### config.mk
export PLATFORM = sky130hd
export DESIGN_NAME = layer_act_sequencer
export DESIGN_NICKNAME = d
export VERILOG_FILES = /design/src/rtl/layer_act_sequencer.sv
export SDC_FILE = /design/constraint.sdc
export NUM_CORES = 1
export LEC_CHECK = 0
export CAP_MARGIN = 30
export CELL_PAD_IN_SITES_DETAIL_PLACEMENT = 1
export CELL_PAD_IN_SITES_GLOBAL_PLACEMENT = 2
export CORE_ASPECT_RATIO = 0.6
export CORE_MARGIN = 2
export CORE_UTILIZATION = 36
export CTS_CLUSTER_SIZE = 25
export DETAILED_ROUTE_END_ITERATION = 10
export GPL_ROUTABILITY_DRIVEN = 0
export PLACE_DENSITY_LB_ADDON = 0.1
export SETUP_SLACK_MARGIN = 0.15
export SYNTH_ARGS = -nofsm -noshare
export SYNTH_HDL_FRONTEND = slang
export SYNTH_SLANG_ARGS = --single-unit
### constraint.sdc
create_clock -name clk -period 18.7 [get_ports clk]
set_input_delay 3.74 -clock clk [delete_from_list [all_inputs] [get_ports clk]]
set_output_delay 3.74 -clock clk [all_outputs]
set_load 0.01 [all_outputs]
### src/rtl/layer_act_sequencer.sv
// Purpose : byte-stream front/back end for one fully connected node layer;
//           deserialises N_IN activation bytes onto act_bus, waits for the
//           node pipeline, captures N_OUT node outputs and serialises them.
// Latency : act_bus loads on the last input edge; node_out captured LAT+1
//           edges later, out_valid high from that edge.
// Backpr. : out_ready=0 holds DRAIN indefinitely (act_bus frozen, capture
//           register untouched); in_ready is low outside FILL unless
//           ACT_SEQ_OVERLAP_EN lets the next frame fill during WAIT/DRAIN.
//
// Ports:
//   clk, reset      - single clock; asynchronous active-high reset
//   in_data/in_valid/in_ready     - activation byte stream (first byte -> A0x)
//   act_bus         - 8*N_IN registered activations, [7:0] = A0x
//   node_out        - 8*N_OUT node outputs, [7:0] = N0x
//   out_data/out_valid/out_ready  - node output byte stream (N0x first)
//   busy            - high unless in FILL with an empty fill buffer
//
// Optional feature macro: ACT_SEQ_OVERLAP_EN (fill next frame while the
// current one waits/drains).

module layer_act_sequencer #(
  parameter int N_IN  = 15,
  parameter int N_OUT = 15,
  parameter int LAT   = 3
) (
  input  logic                 clk,
  input  logic                 reset,
  input  logic [7:0]           in_data,
  input  logic                 in_valid,
  output logic                 in_ready,
  output logic [8*N_IN-1:0]    act_bus,
  input  logic [8*N_OUT-1:0]   node_out,
  output logic [7:0]           out_data,
  output logic                 out_valid,
  input  logic                 out_ready,
  output logic                 busy
);

  localparam int IDX_W  = (N_IN  > 1) ? $clog2(N_IN)  : 1;
  localparam int OIDX_W = (N_OUT > 1) ? $clog2(N_OUT) : 1;
  localparam int WCNT_W = $clog2(LAT + 2);

  localparam logic [IDX_W-1:0]  IDX_LAST  = IDX_W'(N_IN - 1);
  localparam logic [OIDX_W-1:0] OIDX_LAST = OIDX_W'(N_OUT - 1);
  localparam logic [WCNT_W-1:0] WCNT_LAST = WCNT_W'(LAT);

  typedef enum logic [1:0] {
    S_FILL  = 2'd0,
    S_WAIT  = 2'd1,
    S_DRAIN = 2'd2
  } state_t;

  state_t r_state;
  state_t w_state_nxt;

  logic [IDX_W-1:0]    r_idx;
  logic [OIDX_W-1:0]   r_oidx;
  logic [WCNT_W-1:0]   r_wcnt;
  logic [8*N_IN-1:0]   r_fill_buf;
  logic [8*N_IN-1:0]   r_act_bus;
  logic [8*N_OUT-1:0]  r_cap;

  logic                w_in_xfer;
  logic                w_fill_done;
  logic                w_out_xfer;
  logic                w_drain_done;
  logic                w_wait_done;
  logic                w_load;
  logic [8*N_IN-1:0]   w_fill_nxt;

`ifdef ACT_SEQ_OVERLAP_EN
  // Fill buffer holds a complete frame that has not yet reached act_bus.
  logic                r_full;
  logic                w_buf_full;
`endif

  // ---------------------------------------------------------------------
  // Handshakes
  // ---------------------------------------------------------------------
`ifdef ACT_SEQ_OVERLAP_EN
  // FILL never sees a full buffer: a fill completing in FILL loads at once.
  assign in_ready   = ~reset & ~r_full;
`else
  assign in_ready   = ~reset & (r_state == S_FILL);
`endif
  assign out_valid  = (r_state == S_DRAIN);
  assign out_data   = (r_state == S_DRAIN) ? r_cap[r_oidx*8 +: 8] : 8'h00;

  assign w_in_xfer    = in_valid & in_ready;
  assign w_fill_done  = w_in_xfer & (r_idx == IDX_LAST);
  assign w_out_xfer   = out_valid & out_ready;
  assign w_drain_done = w_out_xfer & (r_oidx == OIDX_LAST);
  assign w_wait_done  = (r_state == S_WAIT) & (r_wcnt == WCNT_LAST);

`ifdef ACT_SEQ_OVERLAP_EN
  // A frame finishing on this very edge counts as full too, so the final
  // drain transfer can load it without an idle cycle.
  assign w_buf_full = r_full | w_fill_done;
  assign busy       = ~((r_state == S_FILL) & (r_idx == '0) & ~r_full);
`else
  assign busy       = ~((r_state == S_FILL) & (r_idx == '0));
`endif

  // Fill buffer including the byte arriving this cycle, so a load on the
  // last transfer copies the complete frame.
  always_comb begin
    w_fill_nxt = r_fill_buf;
    if (w_in_xfer) begin
      w_fill_nxt[r_idx*8 +: 8] = in_data;
    end
  end

  // ---------------------------------------------------------------------
  // FSM
  // ---------------------------------------------------------------------
  always_ff @(posedge clk or posedge reset) begin
    if (reset) begin
      r_state <= S_FILL;
    end else begin
      r_state <= w_state_nxt;
    end
  end

  always_comb begin
    w_state_nxt = r_state;
    w_load      = 1'b0;
    case (r_state)
      S_FILL: begin
        if (w_fill_done) begin
          w_state_nxt = S_WAIT;
          w_load      = 1'b1;
        end
      end
      S_WAIT: begin
        if (w_wait_done) begin
          w_state_nxt = S_DRAIN;
        end
      end
      S_DRAIN: begin
        if (w_drain_done) begin
`ifdef ACT_SEQ_OVERLAP_EN
          if (w_buf_full) begin
            w_state_nxt = S_WAIT;
            w_load      = 1'b1;
          end else begin
            w_state_nxt = S_FILL;
          end
`else
          w_state_nxt = S_FILL;
`endif
        end
      end
      default: begin
        w_state_nxt = S_FILL;
      end
    endcase
  end

  // ---------------------------------------------------------------------
  // Datapath
  // ---------------------------------------------------------------------
  always_ff @(posedge clk or posedge reset) begin
    if (reset) begin
      r_idx      <= '0;
      r_oidx     <= '0;
      r_wcnt     <= '0;
      r_fill_buf <= '0;
      r_act_bus  <= '0;
      r_cap      <= '0;
    end else begin
      if (w_in_xfer) begin
        r_fill_buf <= w_fill_nxt;
        r_idx      <= (r_idx == IDX_LAST) ? '0 : r_idx + 1'b1;
      end

      // act_bus only moves on a load edge; the wait counter restarts there.
      if (w_load) begin
        r_act_bus <= w_fill_nxt;
        r_wcnt    <= '0;
      end else if ((r_state == S_WAIT) && !w_wait_done) begin
        r_wcnt <= r_wcnt + 1'b1;
      end

      if (w_wait_done) begin
        r_cap <= node_out;
      end

      if (w_out_xfer) begin
        r_oidx <= (r_oidx == OIDX_LAST) ? '0 : r_oidx + 1'b1;
      end
    end
  end

`ifdef ACT_SEQ_OVERLAP_EN
  always_ff @(posedge clk or posedge reset) begin
    if (reset) begin
      r_full <= 1'b0;
    end else if (w_load) begin
      r_full <= 1'b0;
    end else if (w_fill_done) begin
      r_full <= 1'b1;
    end
  end
`endif

  assign act_bus = r_act_bus;

endmodule

After elaboration in Yosys (flattened, before gate mapping)
Index checks and enable logic that the tools add are counted.
W data, S select, Z words.

storage, ports and cells
  register bits = 373
  input bits = 132
  word-level logic and storage cells = 50

operators by class
  add/sub/neg operators = 4
  equality and inequality tests = 8
  shifts and indexed selects = 3
  muxes and demuxes = 13
  bitwise logic cells = 9
  reductions and logical operators = 6

operator list
  operator                    count
  $bwmux W120                 1
  $mux W120                   1
  $shift A8 B34 Y120 const A  1
  $shiftx A120 B8 Y8          1
  $shiftx A8 B34 Y120         1
  $neg A7 Y34                 1
  $add A4 B1 Y4 const B       2
  $eq A4 B4 Y1 const B        2
  $mux W4                     2
  $mux W8                     1
  $and A1 B1 Y1               7
  $mux W2                     3
  $mux W3                     2
  $pmux W2 S3                 1
  $logic_not A4 Y1            1
  $ne A2 B2 Y1 const B        2
  $add A3 B1 Y3 const B       1
  $eq A3 B2 Y1 const B        1
  $reduce_and A3 Y1           1
  $eq A2 B1 Y1 const B        1
  $eq A2 B2 Y1 const B        1
  $logic_not A2 Y1            1
  $mux W1                     2
  $ne A2 B1 Y1 const B        1
  other kinds (4)             5

Depth between registers and ports, before layout
  depth after elaboration = 7
  mapped depth = 12

Least setup slack after synthesis
OpenSTA, ideal clock, no wires.

  path kind = input-to-output
  start point = in reset
  end point = out in_ready
  arrival time = 3.999 ns
  required time = 14.960 ns
  slack = 10.961 ns
  stages on the path = 1
  buffers on the path = 0
  cell sequence = nor3_1

on the way
  longest elaborated chain between the ends = 2

ends and longest elaborated chain
  what           RTL line  text
  from (decl)    27        input logic reset,
  $not A1 Y1     84        assign in_ready = ~reset & (r_state == S_FILL);
  $and A1 B1 Y1  84
  to (decl)      30        output logic in_ready,

No other way between the ends.

Worst setup path after layout
Same ends and word-level chain as after synthesis.

==> metrics.md <==
| Metric | Value |
|---|---|
| Syn Nets | `1411` |
| Fmax | `113 MHz` |
| Largest stage delay on the critical path | `0.58 ns` |
| Max-Cap Viols | `0` |
| First-pass GRT wire length | `70.7 mm` |
| Worst-path maximum fanout | `4` |
| WP buf/inv | `2` |
| CTS max path bufs | `3` |
| Fillers | `4505` |
| Slew margin rel. | `26.4%` |
| Ys Warns | `0` |
| Share of cells above drive strength 1 | `23.5%` |
| Vias/cell | `5.11` |
| Initial antenna violation count | `1` |
| DR WL/cell | `21.5 um` |
| Clock skew | `0.0140 ns` |
| Clock sink count | `373` |
| # resized after CTS | `0` |
| Post-synth top cells | `dfrtp_1 (373), mux2_2 (213), nand2_1 (146)` |
| Number of remaining DRC errors | `0` |
| Endpoints failing setup | `0` |
| Critical path endpoint | `in_ready` |
| Top cells by area, synth | `dfrtp_1 (58%), mux2_2 (15%), nand2_1 (3.4%)` |
| Post-Synthesis Cells | `1273` |
| Worst r2r dst | `act_bus[61]` |
| Final Critical Period | `8.82 ns` |
| Area Growth Syn to Fin | `27.1%` |
| Largest net degree at the start of global routing | `183` |
| Die height | `168 um` |
| Hold Worst Slack | `0.460 ns` |
| Register area share after synthesis | `58.1%` |
| Worst EP arrival | `5.08 ns` |
| Critical Path Sink Type | `output port` |
| Critical path startpoint | `reset` |
| Period utilization | `47.2%` |
| Ys flop type | `dfrtp_1` |
| Number of H-tree levels | `2` |
| Worst path cell trace | `clkdlybuf4s50_1 > nor3_1 > clkdlybuf4s50_1` |
| TritonCTS clock tree | `built` |
| Async set-or-reset flop fraction in the synthesized netlist | `100%` |
| Worst-path clk slew | `0.06 ns` |
| 1st-iter DRT viols | `560` |
| Number of synthesized flops with an enable pin | `0` |
| Nets | `1644` |
| Post-DP HPWL | `31.2 mm` |
| Slowest CP cell | `clkdlybuf4s50_1` |
| Worst skew pair latency | `0.54 ns` |
| Most common cell in the synthesized netlist | `dfrtp_1` |
| Post-Route WL | `45.4 mm` |
| Largest area contributor in the netlist | `dfrtp_1` |
| Top delay family on crit path | `buffers and inverters` |
| Hold WC Path Type | `flip-flop to flip-flop` |
| Register bit total from synthesis | `373` |
| Number of cells on the critical path | `3` |
| Post-Syn Area | `16100 sq um` |
| Worst reg2reg path depth | `8` |
| Initial Utilization | `36.8%` |
| Congestion Overflow GR | `0` |
| RSZ-0062 raised after global routing | `false` |
| Root Driver | `clkbuf_16` |
| Setup TNS | `0 ns` |
| Std cell rows | `59` |
| CORE AREA | `43700 sq um` |
| Mean post-synth cell area | `12.6 sq um` |
| Crit Path Class | `input port to output port` |
| Flop2flop setup slack | `14.73 ns` |
| CP Launch Type | `input port` |
| Worst R2R Start | `r_idx[0]` |
| Yosys cell types | `65` |
| Total power | `2.79 mW` |
| Leakage | `9.10 nW` |
| Die ar. | `46400 sq um` |
| PwrDens | `137 nW/um^2` |
| Hold buffers post-CTS | `0` |
| Routed vias | `10800` |
| Worst slew pin tran | `1.10 ns` |
| Chip width | `277 um` |
| CTS buffer count | `38` |
| TritonRoute pass-1 iters | `4` |
| CP most frequent cell | `clkdlybuf4s50_1` |
| Post-CTS Setup Inserts | `0` |
| Status | `completed` |
| Vias in the first global route | `11600` |
| Share of the synthesized area in the top cell type | `58.1%` |
| IO Port Bufs | `262` |
| Final slew viol count | `0` |
| # IOs | `263` |
| Antenna Nets Post-Route | `0` |
| Hold Vio Cnt, Final | `0` |
| WP data required | `14.96 ns` |
| Total GRT Usage | `19.7%` |
| Worst vdd ir | `74.1 uV` |
## worst register-to-register path, delay by kind of cell (launching register included)
family / cells / cell delay [ns]
adders and majority gates: 1 / 0.26
DFF: 1 / 0.36
buffers and inverters: 4 / 1.85
muxes: 1 / 0.48
and+or+nand+nor: 2 / 0.90
## sequential cells by signal, summed over array words and instances (netlist names)
| name | cells |
|---|---|
| r_fill_buf | 120 |
| r_oidx | 4 |
| r_idx | 4 |
| r_cap | 120 |
| r_state | 2 |
| r_wcnt | 3 |
| act_bus | 120 |
## how the worst min path moves through the flow
stage,startpoint,end,slack (ns),depth (start not counted)
6_report,r_fill_buf[48],r_fill_buf[48],0.46,2
3_5_place_dp,r_fill_buf[52],r_fill_buf[52],0.45,2
5_1_grt,r_fill_buf[53],r_fill_buf[53],0.48,2
2_1_floorplan,r_fill_buf[104],r_fill_buf[104],0.43,2
4_1_cts,r_fill_buf[52],r_fill_buf[52],0.47,2
3_3_place_gp,r_fill_buf[50],r_fill_buf[50],0.44,2
## area by class of cell
cell class	count	area (sq um)	area share, %
multi-input cells	790	6200	30.4
diodes	1	2.50	0.0123
flip-flops and latches	373	9330	45.7
well taps	579	724	3.55
repair buffers	281	2800	13.7
clock buffers	61	1210	5.93
inverters	22	90.1	0.441
clock inverters	7	63.8	0.312
## cell usage in the layout, fill, tap and decap left out, types with 10 or more instances in the layout
cell type	n
a31oi_1	40
buf_4	17
clkbuf_16	41
clkbuf_8	11
clkdlybuf4s50_1	262
dfrtp_1	373
inv_1	21
mux2_2	213
mux2i_1	30
mux4_2	18
nand2_1	146
nand2b_1	10
nand3_1	23
nor2_1	71
nor3_1	10
o211ai_1	12
o21ai_0	47
o21ai_1	11
or2_2	23
or3_1	15
## metrics by stage
| step | cell area, sq um | worst slack [ns] | utilization, % | instances |
|---|---|---|---|---|
| after floorplan | 16100 | 4.60 | - | 1273 |
| after global placement | 19100 | 9.86 | 43.7 | 2043 |
| after detailed placement | 19100 | 9.87 | 43.7 | 2043 |
| after CTS | 20400 | 9.87 | 46.7 | 2111 |
| after global routing | 20400 | 9.79 | 46.7 | 2113 |
| final | 20400 | 9.88 | 46.7 | 2114 |
## per-layer routing
metal,share of wire (%),routed length (um),global-route usage [%],vias to the layer above
li1,-,-,-,4986
met1,47,21100,28.4,5586
met2,46,20900,30.6,174
met3,5.5,2520,3.81,57
met4,2.0,900,4.61,0
met5,0,0,0,-
## cell families after synthesis
| logic type | after synthesis | share of synthesized area [%] |
|---|---|---|
| fa+ha+maj | 6 | 0.467 |
| compound gates | 157 | 6.84 |
| mux | 269 | 20.1 |
| buf+inv | 110 | 3.38 |
| xor+xnor | 2 | 0.156 |
| flops | 373 | 58.1 |
| simple gates | 356 | 11.0 |
## power by group
group	total [mW]	switching, mW	internal [mW]
logic	0.854	0.456	0.398
clock network	0.783	0.325	0.458
registers	1.15	0.114	1.04
total	2.79	0.896	1.89
Note: power is estimated with default switching activity, not from simulation.
